==> config.mk <==
export PLATFORM = sky130hd
export DESIGN_NAME = usr_burst_shift
export DESIGN_NICKNAME = d
export VERILOG_FILES = /design/src/rtl/usr_pkg.sv /design/src/rtl/usr_bit_cell.sv /design/src/rtl/usr_burst_shift.sv
export SDC_FILE = /design/constraint.sdc
export NUM_CORES = 1
export LEC_CHECK = 0
export CORE_MARGIN = 2
export CORE_UTILIZATION = 40
export DETAILED_ROUTE_END_ITERATION = 10
export PLACE_DENSITY = 0.71
export SLEW_MARGIN = 20
export SYNTH_ARGS = -nofsm -noshare
export SYNTH_HDL_FRONTEND = slang
export SYNTH_SLANG_ARGS = --single-unit
==> constraint.sdc <==
create_clock -name clk -period 1.8 [get_ports clk]
set_input_delay 0.36 -clock clk [delete_from_list [all_inputs] [get_ports clk]]
set_output_delay 0.36 -clock clk [all_outputs]
set_load 0.05 [all_outputs]
==> src/rtl/usr_pkg.sv <==
// Shared encodings for the universal burst shift register: opcodes, FSM states, burst directions.
package usr_pkg;

   localparam logic [1:0] OP_HOLD = 2'b00;
   localparam logic [1:0] OP_SHL  = 2'b01;
   localparam logic [1:0] OP_SHR  = 2'b10;
   localparam logic [1:0] OP_LOAD = 2'b11;

   localparam logic DIR_LEFT  = 1'b0;
   localparam logic DIR_RIGHT = 1'b1;

   typedef enum logic [1:0] {
      ST_IDLE  = 2'b00,
      ST_BURST = 2'b01,
      ST_DONE  = 2'b10
   } state_t;

endpackage

==> src/rtl/usr_bit_cell.sv <==
// One storage bit: 4:1 next-value mux (hold / left-shift / right-shift / load) feeding a clearable D flip-flop.
module usr_bit_cell
   import usr_pkg::*;
(
   input  logic       clk,
   input  logic       reset_n,
   input  logic [1:0] sel,
   input  logic       shl_bit,
   input  logic       shr_bit,
   input  logic       load_bit,
   output logic       q
);

   logic q_nx;

   // NOTE: every always_comb output gets a default first so no path can infer a latch.
   always_comb begin
      q_nx = q;
      case (sel)
         OP_SHL:  q_nx = shl_bit;
         OP_SHR:  q_nx = shr_bit;
         OP_LOAD: q_nx = load_bit;
         default: q_nx = q;
      endcase
   end

   // NOTE: sequential state uses non-blocking assignments; the async clear needs no clock edge.
   always_ff @(posedge clk or negedge reset_n) begin
      if (!reset_n) q <= 1'b0;
      else          q <= q_nx;
   end

endmodule

==> src/rtl/usr_burst_shift.sv <==
// Universal shift register with WIDTH-shift burst controller (busy/done handshake).
// Optional rotate mode is enabled by defining USR_ROTATE_EN.
module usr_burst_shift
   import usr_pkg::*;
#(
   parameter int WIDTH = 8,
   parameter int CNT_W = $clog2(WIDTH + 1)
)
(
   input  logic             clk,
   input  logic             reset_n,
   input  logic [1:0]       op,
   input  logic [WIDTH-1:0] d,
   input  logic             si_l,
   input  logic             si_r,
   input  logic             start,
   input  logic             dir,
   input  logic             rot,
   output logic [WIDTH-1:0] q,
   output logic             so_l,
   output logic             so_r,
   output logic             busy,
   output logic             done
);

   localparam logic [CNT_W-1:0] LAST_CNT = CNT_W'(WIDTH - 1);

   state_t           state, state_nx;
   logic             dir_r, dir_nx;
   logic [CNT_W-1:0] count, count_nx;
   logic [1:0]       cell_op;
   logic             fill_l, fill_r;
   logic [WIDTH-1:0] shl_vec, shr_vec;

   always_ff @(posedge clk or negedge reset_n) begin
      if (!reset_n) begin
         state <= ST_IDLE;
         dir_r <= DIR_LEFT;
         count <= '0;
      end else begin
         state <= state_nx;
         dir_r <= dir_nx;
         count <= count_nx;
      end
   end

   // The FSM owns the cells' opcode: single-step op only reaches them in IDLE without start.
   always_comb begin
      state_nx = state;
      dir_nx   = dir_r;
      count_nx = count;
      cell_op  = OP_HOLD;
      case (state)
         ST_IDLE: begin
            if (start) begin
               state_nx = ST_BURST;
               dir_nx   = dir;
               count_nx = '0;
            end else begin
               cell_op = op;
            end
         end
         ST_BURST: begin
            cell_op = (dir_r == DIR_RIGHT) ? OP_SHR : OP_SHL;
            if (count <= LAST_CNT) count_nx = count + CNT_W'(1);
            if (count >= LAST_CNT) state_nx = ST_DONE;
         end
         ST_DONE:  state_nx = ST_IDLE;
         default:  state_nx = ST_IDLE;
      endcase
   end

   assign busy = (state == ST_BURST);
   assign done = (state == ST_DONE);

`ifdef USR_ROTATE_EN
   assign fill_l = rot ? q[WIDTH-1] : si_l;
   assign fill_r = rot ? q[0]       : si_r;
`else
   logic unused_rot;
   assign unused_rot = rot;
   assign fill_l     = si_l;
   assign fill_r     = si_r;
`endif

   assign shl_vec = {q[WIDTH-2:0], fill_l};
   assign shr_vec = {fill_r, q[WIDTH-1:1]};

   for (genvar i = 0; i < WIDTH; i++) begin : g_cell
      usr_bit_cell u_cell (
         .clk      (clk),
         .reset_n  (reset_n),
         .sel      (cell_op),
         .shl_bit  (shl_vec[i]),
         .shr_bit  (shr_vec[i]),
         .load_bit (d[i]),
         .q        (q[i])
      );
   end

   assign so_l = q[WIDTH-1];
   assign so_r = q[0];

endmodule

# Yosys cells after proc, flatten, opt, wreduce, memory -nomap -nowiden
# Cells that the tools add are included.
[op_classes]
n_mux = 17
magnitude_cmp = 2
n_eq_ne = 8
n_reduce_logical = 6
add_sub_neg = 1
[ops]
columns = ["op", "count"]
rows = [
  ["$pmux W1 S3", 8],
  ["$mux W2", 4],
  ["$mux W4", 2],
  ["$pmux W2 S2", 2],
  ["$pmux W4 S2", 1],
  ["$eq A2 B2 Y1 const B", 3],
  ["$add A4 B1 Y4 const B", 1],
  ["$eq A2 B1 Y1 const B", 2],
  ["$ge A4 B3 Y1 const B", 1],
  ["$le A4 B3 Y1 const B", 1],
  ["$ne A2 B1 Y1 const B", 2],
  ["$reduce_and A2 Y1", 2],
  ["$reduce_and A3 Y1", 1],
  ["$reduce_bool A3 Y1", 1],
  ["$logic_not A2 Y1", 1],
  ["$ne A2 B2 Y1 const B", 1],
  ["$reduce_bool A2 Y1", 1],
]
[word_totals]
register_bits = 15
wordCells = 45
output_inout_bits = 12

# Logic depth before layout (Yosys ltp)
# Gate-level depths: netlist of run 1.
[logic_depth]
depth_word = 4
ltp_mapped = 6
depth_no_buf = 4

# Modules after synthesis
# Synthesis of run 1 repeated with hierarchy kept, for this count alone.
[hier_totals]
hier_cells = 57
area_unflattened_um2 = 784.5
[modules_own_cells]
columns = ["mod", "n_inst", "cells_each", "area_each_um2"]
rows = [
  ["usr_burst_shift", 1, 41, 404.1],
  ["usr_bit_cell", 8, 2, 47.5],
]

# Least setup slack after synthesis of run 1
# OpenSTA, ideal clock, no wires.
[synth_path]
path_type = "register to register"
start = "register state[1]"
end = "register g_cell[1].u_cell.q"
setup_slack_ns = 0.111
path_stages_with_launch = 7
period_less_slack_ns = 1.689
arrival_time_ns = 1.563
cell_sequence = "dfrtp_1 > buf_4 > nor2b_2 > a32o_1 > buf_6 > mux2i_1 > mux2i_1"
[synth_via]
elab_chain_cells = 4
elab_cells_between_ends = 8
classes_between = "4 x eq/ne; 2 x mux; 2 x reduce/logical"
[synth_rtl]
columns = ["item", "line", "rtl"]
rows = [
  ["from (decl)", "usr_burst_shift.sv:28", "state_t state, state_nx;"],
  ["from (signal assigned)", "usr_burst_shift.sv:41", "state <= state_nx;"],
  ["$eq A2 B1 Y1 *", "-", ""],
  ["net busy", "usr_burst_shift.sv:22", "output logic busy,"],
  ["$pmux W2 S2 *", "usr_burst_shift.sv:53", "case (state)"],
  ["$eq A2 B2 Y1 / $eq A2 B1 Y1 (equally long branches)", "usr_bit_cell.sv:19", "case (sel)"],
  ["$pmux W1 S3 / $reduce_bool A3 Y1 (equally long branches)", "-", ""],
  ["to (signal assigned)", "usr_bit_cell.sv:30", "else q <= q_nx;"],
  ["to (decl)", "usr_bit_cell.sv:11", "output logic q"],
]
# The timed path passes the listed nets; every way through them passes the cells marked *.
# A chain may end at the register's enable or synchronous reset.

# Final worst setup path of run 1
[layout_path]
start = "register state[1]"
end = "output done"
[layout_via]
elab_chain_cells = 1
[layout_rtl]
columns = ["item", "line", "rtl"]
rows = [
  ["$eq A2 B2 Y1", "usr_burst_shift.sv:74", "assign done = (state == ST_DONE);"],
  ["to (decl)", "usr_burst_shift.sv:23", "output logic done"],
]
# No other way between the ends.

==> results of run 1 <==
[registers in the layout (all words and copies together), names as in the netlist]
register	cells
count	4
g_cell.u_cell.q	8
state	2
dir_r	1
[synthesized netlist by cell type, types with 2 or more instances]
library cell  count
mux2i_1          22
dfrtp_1          15
buf_4             9
nor2_1            7
a21oi_1           5
a22oi_1           3
buf_6             3
o21ai_0           3
o2bb2ai_1         3
inv_1             2
nor3_1            2
[stage by stage]
step | worst slack, ns | hold slack [ns] | cell area (um2) | util | std cells
final | 0.1432 | 0.4017 | 1217 | 0.5451 | 141
after global routing | 0.05620 | 0.4137 | 1217 | 0.5451 | 141
after CTS | 0.08947 | 0.3985 | 1216 | 0.5445 | 141
after detailed placement | -0.1414 | 0.5460 | 1190 | 0.5328 | 137
after global placement | -0.1172 | 0.5315 | 1190 | 0.5328 | 137
after floorplan | 0.1109 | 0.06441 | 947.2 | - | 89
[critical path, cell delays in order (launching register included)]
cell and delay, ns:
dfrtp_1 0.54, inv_2 0.12, nor2_1 0.20, buf_12 0.17
[routing by layer]
metal / routed length [um] / share of wire / up-vias
li1: - / - / 356
met4: 0 / 0 / 0
met3: 112 / 0.061 / 0
met5: 0 / 0 / -
met2: 906 / 0.49 / 24
met1: 822 / 0.45 / 347
[kinds of logic after synthesis]
logic type,share of synthesized area
DFF,0.3963
AOI/OAI and AO/OA,0.1308
muxes,0.2444
buffers and inverters,0.1281
adders and majority gates,0.01321
and+or+nand+nor,0.08720
[final timing paths]
kind	to	slack [ns]	depth (start not counted)
setup / recovery	done	0.14	3
hold / removal	state[1]	0.40	2
setup reg to reg	g_cell[6].u_cell.q	0.28	4
hold reg to reg	count[1]	0.56	1
max in group asynchronous	g_cell[7].u_cell.q	1.22	2
min in group clk	count[1]	0.56	1
[layout by cell type, fill, tap and decap left out, types with 2 or more instances in the layout]
master           synthesis  routed
mux2i_1                 22      22
buf_4                    9      17
dfrtp_1                 15      15
clkdlybuf4s50_1          0      15
nor2_1                   7       7
a21oi_1                  5       5
o21ai_0                  3       3
a22oi_1                  3       3
o2bb2ai_1                3       3
clkbuf_4                 0       3
inv_1                    2       2
nor3_1                   2       2
buf_12                   0       2
[final cells by class]
type                       instances  area, um2
fill                             200       1016
multi-input combinational         57      451.7
inverter                           3      11.26
sequential                        15      375.4
tap                               28      35.03
clock buffer                       4      26.28
timing repair buffer              34      317.8
[timing repair]
action / in CTS / in global routing
setup endpoints to repair: 0 / 6
endpoints found under the hold margin: 0 / 0
buffers inserted: 0 / 0
resized for setup: 0 / 1
==> metrics.md, run 1 <==
| Metric | Value |
|---|---|
| Status | `completed` |
| Final setup vio count | `0` |
| Worst Setup SP | `state[1]` |
| Seq/Total Area, Yosys | `0.3963` |
| Vias in the first global route | `767` |
| Syn Area/Cell | `10.64 um2` |
| FMAX | `603.6 MHz` |
| GR Layer Usage met3 | `0.02857` |
| Final GP Congestion | `0.7969` |
| Worst setup EP type | `primary output` |
| Critical path class | `reg2out` |
| Core ar. | `0.002233 mm2` |
| Synthesized area | `947.2 um2` |
| Pins Over Slew Limit | `0` |
| CP Max Fanout | `9` |
| Crit share post-route | `0.9204` |
| RSZ-0062 raised after global routing | `no` |
| Endpoints failing hold | `0` |
| CP required | `1.44 ns` |
| GRT Total Usage | `0.1533` |
| FF+latch count, synth | `15` |
| Final nets | `132` |
| Clk_skew | `0.002849 ns` |
| CTS tree | `yes` |
| Vias/cell | `5.156` |
| Die height | `52.66 um` |
| Drt pass-1 iters | `4` |
| Hold/Removal Path Class | `in2async` |
| CP Data Arrival Time | `1.30 ns` |
| Final setup TNS | `0 ns` |
| PortBufs | `27` |
| Netlist cell types | `26` |
| Share of cells above drive strength 1 | `0.2566` |
| Critical Path Start Type | `flip-flop` |
| Post-route ant nets | `0` |
| Die ar. | `0.002773 mm2` |
| Worst Max-Slew Pin Slew | `0.3925 ns` |
| RR Startpoint | `state[1]` |
| Htree depth | `1` |
| DRC viols | `0` |
| Min Tclk post-route | `1.657 ns` |
| Initial antenna violation count | `0` |
| Via count | `727` |
| DIE WIDTH | `52.66 um` |
| CTS Sinks | `15` |
| Root Buffer | `clkbuf_4` |
| Syn Nets | `107` |
| Initial Util | `0.4241` |
| Slew Limit Headroom | `0.7384` |
| GR Layer Usage met2 | `0.2667` |
| Worst-Skew Late Latency | `0.27 ns` |
| Share of the synthesized area in the top cell type | `0.3963` |
| Max Root-Sink Buffers | `2` |
| Post-synth EDFFs | `0` |
| Rows | `17` |
| Main synth FF type | `dfrtp_1` |
| Syn. warnings | `0` |
| Clock Pin Slew Worst Setup and Hold Paths | `0.09 ns` |
| Initial DRC count | `11` |
| Synth area leaders | `dfrtp_1 (40%), mux2i_1 (23%), buf_4 (7.1%)` |
| Synth area leader | `dfrtp_1` |
| GR met1 Demand/Resource | `0.1862` |
| Fraction of registers with async set/reset | `1.000` |
| HPWL Detailed | `1.418 mm` |
| Final WL | `1.840 mm` |
| # hold bufs at CTS | `0` |
| Global routing's busiest layer | `met2` |
| Max-cap violations | `0` |
| First-pass GRT wire length | `3.160 mm` |
| Routed WL per cell | `13.05 um` |
| CTS buffer count | `3` |
| Layout area overhead | `28.53%` |
| Mapped Cells | `89` |
| # diodes | `0` |
| # IOs | `29` |
| Grt total ovfl | `0` |
| Largest net degree at the start of global routing | `16` |
Power of run 1 is not shown: default switching activity piles up to over one toggle a cycle in this logic, so the estimate is an artifact.
==> run 2, diff against run 1 <==
--- a/config.mk
+++ b/config.mk
@@ -9,7 +9,6 @@
 export CORE_UTILIZATION = 40
 export DETAILED_ROUTE_END_ITERATION = 10
 export PLACE_DENSITY = 0.71
-export SLEW_MARGIN = 20
 export SYNTH_ARGS = -nofsm -noshare
 export SYNTH_HDL_FRONTEND = slang
 export SYNTH_SLANG_ARGS = --single-unit
==> results of run 2 <==
The final DEF is identical to that of run 1; final timing and power are the same.
Power of run 2 is left out for the same reason.
==> run 3, diff against run 2 <==
--- a/config.mk
+++ b/config.mk
@@ -5,6 +5,7 @@
 export SDC_FILE = /design/constraint.sdc
 export NUM_CORES = 1
 export LEC_CHECK = 0
+export CORE_ASPECT_RATIO = 0.6
 export CORE_MARGIN = 2
 export CORE_UTILIZATION = 40
 export DETAILED_ROUTE_END_ITERATION = 10
==> metrics.md, run 3 (synthesis gave the netlist of run 1 again) <==
| Metric | Value |
|---|---|
| Die height | `41.70 um` |
| DIE WIDTH | `66.82 um` |
| Vias in the first global route | `667` |
| Core ar. | `0.002196 mm2` |
| Clk_skew | `0.002988 ns` |
| FMAX | `622.8 MHz` |
| Via count | `712` |
| Final WL | `1.990 mm` |
| Min Tclk post-route | `1.606 ns` |
| Hold/Removal Path Class | `in2async` |
| Htree depth | `1` |
| Initial Util | `0.4313` |
| PortBufs | `27` |
| Setup Fix Bufs, Post-CTS | `0` |
| R2R Setup Slk | `0.26 ns` |
| Largest net degree at the start of global routing | `16` |
| # diodes | `0` |
| CP required | `1.44 ns` |
| Critical Path Start Type | `flip-flop` |
| Commonest non-fill, non-tap cell in the layout | `mux2i_1` |
| Final nets | `132` |
| Worst Setup SP | `state[1]` |
| Layout area overhead | `30.78%` |
| GRT Total Usage | `0.1568` |
| Worst setup endpoint | `done` |
| Initial DRC count | `37` |
| Worst setup EP type | `primary output` |
| Crit share post-route | `0.8920` |
| DRC viols | `0` |
| Post-route ant nets | `0` |
| Vias/cell | `4.979` |
| CP Max Fanout | `9` |
| Layout fillers | `195` |
| Final GP Congestion | `0.7448` |
| Max Root-Sink Buffers | `2` |
| Clock Pin Slew Worst Setup and Hold Paths | `0.06 ns` |
| Biggest regs | `g_cell.u_cell.q: 8 flops, count: 4 flops, state: 2 flops` |
| Initial antenna violation count | `0` |
| Max-cap violations | `0` |
| R2R depth | `4` |
| Status | `completed` |
| RSZ-0062 raised after global routing | `no` |
| Pins Over Slew Limit | `0` |
| First-pass GRT wire length | `3.160 mm` |
| Grt total ovfl | `0` |
| CTS tree | `yes` |
| # hold bufs at CTS | `0` |
| Endpoints failing hold | `0` |
| Final setup vio count | `0` |
| Rows | `13` |
| Share of cells above drive strength 1 | `0.2566` |
| Commonest non-fill, non-tap cells in the layout | `mux2i_1 (22), buf_4 (17), dfrtp_1 (15), clkdlybuf4s50_1 (15), nor2_1 (7)` |
| HPWL Detailed | `1.585 mm` |
| # IOs | `29` |
| CTS Sinks | `15` |
| Most flop-heavy register | `g_cell.u_cell.q` |
| Routed WL per cell | `13.92 um` |
| Worst reg2reg endpoint | `g_cell[5].u_cell.q` |
| Critical path class | `reg2out` |
| RR Startpoint | `state[1]` |
| Die ar. | `0.002786 mm2` |
| # resized after CTS | `0` |
| Max FFs per register | `8` |
| Worst Max-Slew Pin Slew | `0.3745 ns` |
| Worst-Skew Late Latency | `0.24 ns` |
| Final setup TNS | `0 ns` |
| Drt pass-1 iters | `4` |
| CP Data Arrival Time | `1.25 ns` |
| Root Buffer | `clkbuf_8` |
| Slew Limit Headroom | `0.7503` |
| CTS buffer count | `3` |
==> run 3: layout make-up <==
type | count | area, um2 | area share
multi-input combinational | 57 | 451.7 | 0.3646
sequential | 15 | 375.4 | 0.3030
timing repair buffer | 34 | 317.8 | 0.2566
clock buffer | 4 | 45.04 | 0.03636
tap | 30 | 37.54 | 0.03030
inverter | 3 | 11.26 | 0.009091
==> run 3: how the worst min path moves through the flow <==
stage                           to      from  depth (start not counted)  slack (ns)
after floorplan           count[0]   reset_n                          0        0.06
after global placement    count[1]  count[1]                          1        0.53
after detailed placement  count[1]  count[1]                          1        0.55
after CTS                 state[0]   reset_n                          2        0.43
after global routing      state[0]   reset_n                          2        0.44
final                     state[0]   reset_n                          2        0.42
==> run 3: per-layer routing <==
metal  track usage  up-vias  routed length (um)
met4       0.03673        0                  21
met5             0        -                   0
met2        0.2360       11                 920
met3       0.05691        2                  74
li1              -      357                   -
met1        0.2150      342                 973
==> run 3: per-stage QoR <==
step	area [um2]	hold slack (ns)	utilization	instances	setup slack, ns
2_1_floorplan	947.2	0.06441	-	89	0.1109
3_3_place_gp	1192	0.5334	0.5430	139	-0.1392
3_5_place_dp	1192	0.5505	0.5430	139	-0.2179
4_1_cts	1237	0.4289	0.5635	143	0.04408
5_1_grt	1239	0.4388	0.5641	143	0.1361
6_report	1239	0.4231	0.5641	143	0.1943
==> run 3: critical path, cell delays in order (launching register included) <==
cell and delay (ns):
dfrtp_1 0.52, inv_2 0.12, nor2_1 0.19, buf_12 0.16
Power of run 3 is left out for the same reason.
